<file path="src/rtl/instruction_fetch_unit.sv">
// rtl/instruction_fetch_unit.sv - MIPS IF stage: PC, variable-latency imem handshake, redirect, stall hold
module instruction_fetch_unit #(
    parameter logic [31:0] RESET_PC  = 32'h0000_0000,
    parameter logic [31:0] NOP_INSTR = 32'h0000_0000
) (
    input  logic        Clk,
    input  logic        Reset_n,
    input  logic        Stall,
    input  logic        Redirect,
    input  logic [31:0] RedirectTarget,
    output logic        IMemReq,
    output logic [31:0] IMemAddr,
    input  logic [31:0] IMemRdata,
    input  logic        IMemAck,
    output logic [31:0] PC,
    output logic [31:0] PCAddResult,
    output logic [31:0] Instruction,
    output logic        FetchValid
);

    typedef enum logic [1:0] {
        FETCH = 2'd0,
        HELD  = 2'd1,
        DRAIN = 2'd2
    } state_t;

    state_t      state;
    state_t      state_next;

    logic [31:0] pc;
    logic [31:0] pc_plus4;
    logic [31:0] redirect_pc;
    logic [31:0] drain_addr;
    logic [31:0] buf_instr;
    logic [31:0] buf_pcadd;
    logic [31:0] pcadd_q;
    logic [31:0] instr_q;
    logic        valid_q;

    // Low two bits of a redirect target are dropped so fetches stay word aligned.
    assign redirect_pc = RedirectTarget & 32'hFFFF_FFFC;
    assign pc_plus4    = pc + 32'd4;

    assign PC          = pc;
    assign PCAddResult = pcadd_q;
    assign Instruction = instr_q;
    assign FetchValid  = valid_q;

    // State register.
    always_ff @(posedge Clk or negedge Reset_n) begin
        if (!Reset_n) begin
            state <= FETCH;
        end else begin
            state <= state_next;
        end
    end

    // Next-state logic; a redirect outranks stall and ack handling.
    always_comb begin
        state_next = state;
        if (Redirect) begin
            case (state)
                FETCH:   state_next = IMemAck ? FETCH : DRAIN;
                HELD:    state_next = FETCH;
                DRAIN:   state_next = DRAIN;
                default: state_next = FETCH;
            endcase
        end else begin
            case (state)
                FETCH:   state_next = (IMemAck && Stall) ? HELD : FETCH;
                HELD:    state_next = Stall ? HELD : FETCH;
                DRAIN:   state_next = IMemAck ? FETCH : DRAIN;
                default: state_next = FETCH;
            endcase
        end
    end

    // Memory request outputs; DRAIN keeps presenting the abandoned address until its ack.
    always_comb begin
        IMemReq  = 1'b0;
        IMemAddr = pc;
        case (state)
            FETCH: begin
                IMemReq  = Reset_n;
                IMemAddr = pc;
            end
            DRAIN: begin
                IMemReq  = Reset_n;
                IMemAddr = drain_addr;
            end
            default: begin
                IMemReq  = 1'b0;
                IMemAddr = pc;
            end
        endcase
    end

    // PC, one-entry stall buffer and the IF/ID-facing output registers.
    always_ff @(posedge Clk or negedge Reset_n) begin
        if (!Reset_n) begin
            pc         <= RESET_PC;
            drain_addr <= 32'd0;
            buf_instr  <= 32'd0;
            buf_pcadd  <= 32'd0;
            pcadd_q    <= 32'd0;
            instr_q    <= NOP_INSTR;
            valid_q    <= 1'b0;
        end else if (Redirect) begin
            pc        <= redirect_pc;
            instr_q   <= NOP_INSTR;
            valid_q   <= 1'b0;
            buf_instr <= 32'd0;
            buf_pcadd <= 32'd0;
            if (state == FETCH && !IMemAck) begin
                drain_addr <= pc;
            end
        end else begin
            case (state)
                FETCH: begin
                    if (IMemAck) begin
                        pc <= pc_plus4;
                        if (Stall) begin
                            buf_instr <= IMemRdata;
                            buf_pcadd <= pc_plus4;
                        end else begin
                            instr_q <= IMemRdata;
                            pcadd_q <= pc_plus4;
                            valid_q <= 1'b1;
                        end
                    end else if (!Stall) begin
                        instr_q <= NOP_INSTR;
                        valid_q <= 1'b0;
                    end
                end
                HELD: begin
                    if (!Stall) begin
                        instr_q <= buf_instr;
                        pcadd_q <= buf_pcadd;
                        valid_q <= 1'b1;
                    end
                end
                DRAIN: begin
                    if (!Stall) begin
                        instr_q <= NOP_INSTR;
                        valid_q <= 1'b0;
                    end
                end
                default: begin
                    valid_q <= 1'b0;
                end
            endcase
        end
    end

endmodule

</file>
<file path="config.mk">
export PLATFORM = sky130hd
export DESIGN_NAME = instruction_fetch_unit
export DESIGN_NICKNAME = d
export VERILOG_FILES = /design/src/rtl/instruction_fetch_unit.sv
export SDC_FILE = /design/constraint.sdc
export NUM_CORES = 1
export LEC_CHECK = 0
export ABC_CLOCK_PERIOD_IN_PS = 2560
export CAP_MARGIN = 30
export CORE_MARGIN = 2
export CORE_UTILIZATION = 36
export CTS_CLUSTER_DIAMETER = 60
export DETAILED_ROUTE_END_ITERATION = 6
export PLACE_DENSITY = 0.59
export SLEW_MARGIN = 15
export SYNTH_ARGS = -nofsm -noshare
export SYNTH_HDL_FRONTEND = slang
export SYNTH_SLANG_ARGS = --single-unit
</file>
<file path="constraint.sdc">
create_clock -name Clk -period 2.56 [get_ports Clk]
set_clock_uncertainty 0.2 [all_clocks]
set_input_delay 0.512 -clock Clk [delete_from_list [all_inputs] [get_ports Clk]]
set_output_delay 0.512 -clock Clk [all_outputs]
set_load 0.01 [all_outputs]
</file>
==> impl_metrics.toml, run 1 <==
[floorplanning]
core.rowCount = 61
die_h_um = 171
start_util_pct = 36.3
ioPinCount = 199
coreArea_um2 = 27600
die_x_um = 171
die-area_um2 = 29100

[sta]
hold_viol = 0
timing.setup.tns_ps = -344
layout_min_cycle_time_ps = 2630
fin_crit_sh_pct = 103
rsz0062_at_grt = "true"
final_max_slew_viol_count = 0
relSlewSlack_pct = 55.6
setup_violations = 8
tightest_slew_ps = 666
max_freq_mhz = 381
setup_ws_ps = -67.0

[status]
status = "finished, violations left"
violations = "negative setup slack"

[clock_network]
cts-root-buf = "clkbuf_16"
clock_latency_ps = 440
h-tree-depth = 4
ctsLongestPathBuffers = 2
cts_made_buffers = 17
cts_tree = "done"
clock_sinks = 189
clk_pin_slew_ps = 70

[drt]
wl_per_cell_um = 18.1
initialDrtViolationCount = 554
drc = 0
ant_nets = 0
drtPass1Iterations = 5
vias = 8603
routed_wl_mm = 29.7
via_per_inst = 5.25

[setup_path]
critPathCaptureType = "primary output"
critical_path_class = "flop to primary output"
crit_fanout = 8
cp.arrival_ps = 1910
cp-start-kind = "flop"
worstPathRequired_ps = 1850

[grt]
grtUsageTotal_pct = 20.7
grt_pass1_wl_mm = 47.2
grt_overflow = 0
grt_start_max_net_pins = 122
grt_pass1_vias = 8583
antenna_found_initial = 0

[placed_design]
placed_cells = 1589
dp_hpwl_mm = 19.2
port_buffers = 192
place_congestion = 0.823
placed_area_um2 = 12500
post-place-ws_ps = 65.7

[logic_synthesis]
netlist_area_um2 = 10000
yosysUniqueCellTypes = 52
synthArstFlopShare_pct = 100
yosysWarnings = 0
ys_seq_area_share_pct = 47.3
synth_edf_count = 0
syn_inst = 1071
ys_ff_latch = 189
synth.avg_cell_area_um2 = 9.33
synth_ff_type = "dfrtp_1"

[layout]
postLayoutCellArea_um2 = 13400
n_antenna_cell = 0
postLayoutCoreUtil_pct = 48.5
layout.cells.non_filler = 1639
area_growth_pct = 33.7
drive_gt1_share_pct = 17.6
fin_nets = 1322

[power]
leakage_nw = 5.47
vdd_drop_max_uv = 445
cellPowerDensity_nw_per_um2 = 804

[job]
cap_violations = 0

[worst_hold_path]
hold_class = "flop to flop"
layout make-up:
class | count | area (µm²)
fillers | 2582 | 14200
multi-input cells | 770 | 4890
flip-flops and latches | 189 | 4730
repair buffers | 266 | 2660
well taps | 378 | 473
clock buffers | 18 | 429
clock inverters | 14 | 171
inverters | 4 | 15.0
synthesized netlist by cell type (all sizes together), types with 14 or more instances:
cell type | n | area [µm²]
a32o | 32 | 320
a221oi | 32 | 280
o211ai | 14 | 105
nor2 | 49 | 184
xor2 | 22 | 193
nand3 | 33 | 170
nand2b | 35 | 219
buf | 42 | 216
mux2 | 62 | 698
xnor2 | 29 | 254
o21ai | 111 | 559
nand2 | 211 | 792
nor3 | 24 | 140
o31ai | 40 | 305
clkbuf | 69 | 259
dfrtp | 189 | 4730
cells in the final DEF, fill, tap and decap left out, types with 4 or more instances in the layout:
cell type | netlist | final
o21bai_1 | 6 | 6
inv_8 | 0 | 6
nand2b_1 | 35 | 35
nor3_2 | 4 | 4
nor3_1 | 20 | 20
buf_6 | 2 | 25
nand3_1 | 32 | 32
conb_1 | 1 | 4
clkbuf_16 | 0 | 17
nor2_1 | 49 | 49
buf_4 | 7 | 53
o211ai_1 | 14 | 14
nor4_1 | 4 | 4
buf_2 | 14 | 12
mux2_2 | 62 | 45
buf_12 | 0 | 11
o21ai_1 | 5 | 5
dfrtp_1 | 189 | 189
o21ai_0 | 105 | 104
and3_1 | 6 | 6
a221oi_1 | 32 | 32
nand2_1 | 211 | 211
xnor2_1 | 29 | 29
nand4_1 | 11 | 11
o21a_1 | 4 | 4
a21oi_1 | 6 | 5
xor2_1 | 22 | 22
mux2_4 | 0 | 17
clkdlybuf4s50_1 | 0 | 158
a32o_1 | 32 | 32
o31ai_1 | 39 | 39
final timing paths:
path                                                start                     endpoint  slack (ps)  cells past startpoint
max in group asynchronous                         Reset_n  Instruction[21]$_DFFE_PN0P_        1080                      3
worst min register to register  buf_pcadd[12]$_DFFE_PN0P_    buf_pcadd[12]$_DFFE_PN0P_         270                      2
worst max-delay path                   state[0]$_DFF_PN0_                  IMemAddr[6]         -70                      7
worst max register to register         state[0]$_DFF_PN0_           PC[11]$_DFFE_PN0P_         150                     10
worst min-delay path            buf_pcadd[12]$_DFFE_PN0P_    buf_pcadd[12]$_DFFE_PN0P_         270                      2
min in group asynchronous                         Reset_n  PCAddResult[18]$_DFFE_PN0P_         430                      3
power breakdown:
part | switching, mW | internal (mW) | total [mW]
clock | 1.34 | 1.41 | 2.75
sequential | 0.451 | 3.65 | 4.10
combinational | 1.82 | 2.08 | 3.91
total | 3.61 | 7.14 | 10.8
what timing repair did:
item	4_1_cts	5_1_grt
endpoints found under the hold margin	0	7
cloned	4	0
pin swaps	1	0
setup endpoints to repair	31	24
hold buffers	0	1
buffers inserted	13	1
resized for setup	162	10
logic make-up after synthesis:
logic type | share of synthesized area (%)
XOR/XNOR | 4.47
other | 0.0375
AO/OA/AOI/OAI | 17.3
adder cells (fa/ha/maj) | 0.626
AND/OR/NAND/NOR | 18.2
multiplexers | 7.18
buffers and inverters | 4.91
flip-flops | 47.3
registers in the layout, indices dropped and copies added (netlist names):
signal	count
Instruction	32
buf_instr	32
state	2
PCAddResult	31
FetchValid	1
buf_pcadd	31
PC	30
drain_addr	30
metrics by stage:
| stage | power [mW] | hold WS [ps] |
|---|---|---|
| finish | 10.8 | 275 |
| global route | 11.4 | 302 |
| CTS | 10.9 | 79.2 |
| detailed placement | 7.81 | 265 |
| global placement | 7.73 | 257 |
| floorplan | 5.94 | 16.4 |
critical path: stages, from the launching register on:
cell and delay, ps:
dfrtp_1 400, inv_2 90, ha_4 200, buf_12 140, buf_16 150, buf_6 100, mux2_4 290, buf_6 120
metal layers:
metal	vias up	GRT usage (%)	routed length, µm
li1	4111	-	-
met1	4244	28.6	13700
met2	218	33.1	14100
met3	30	3.61	1290
met4	0	6.13	599
met5	-	0	0
No activity file was read; power rests on OpenSTA's default activity.
==> run 2: changes to the inputs <==
- CTS_CLUSTER_DIAMETER: 60 -> not set
==> results of run 2 <==
Same layout as run 1: the final DEF is identical, and so are final timing and power.
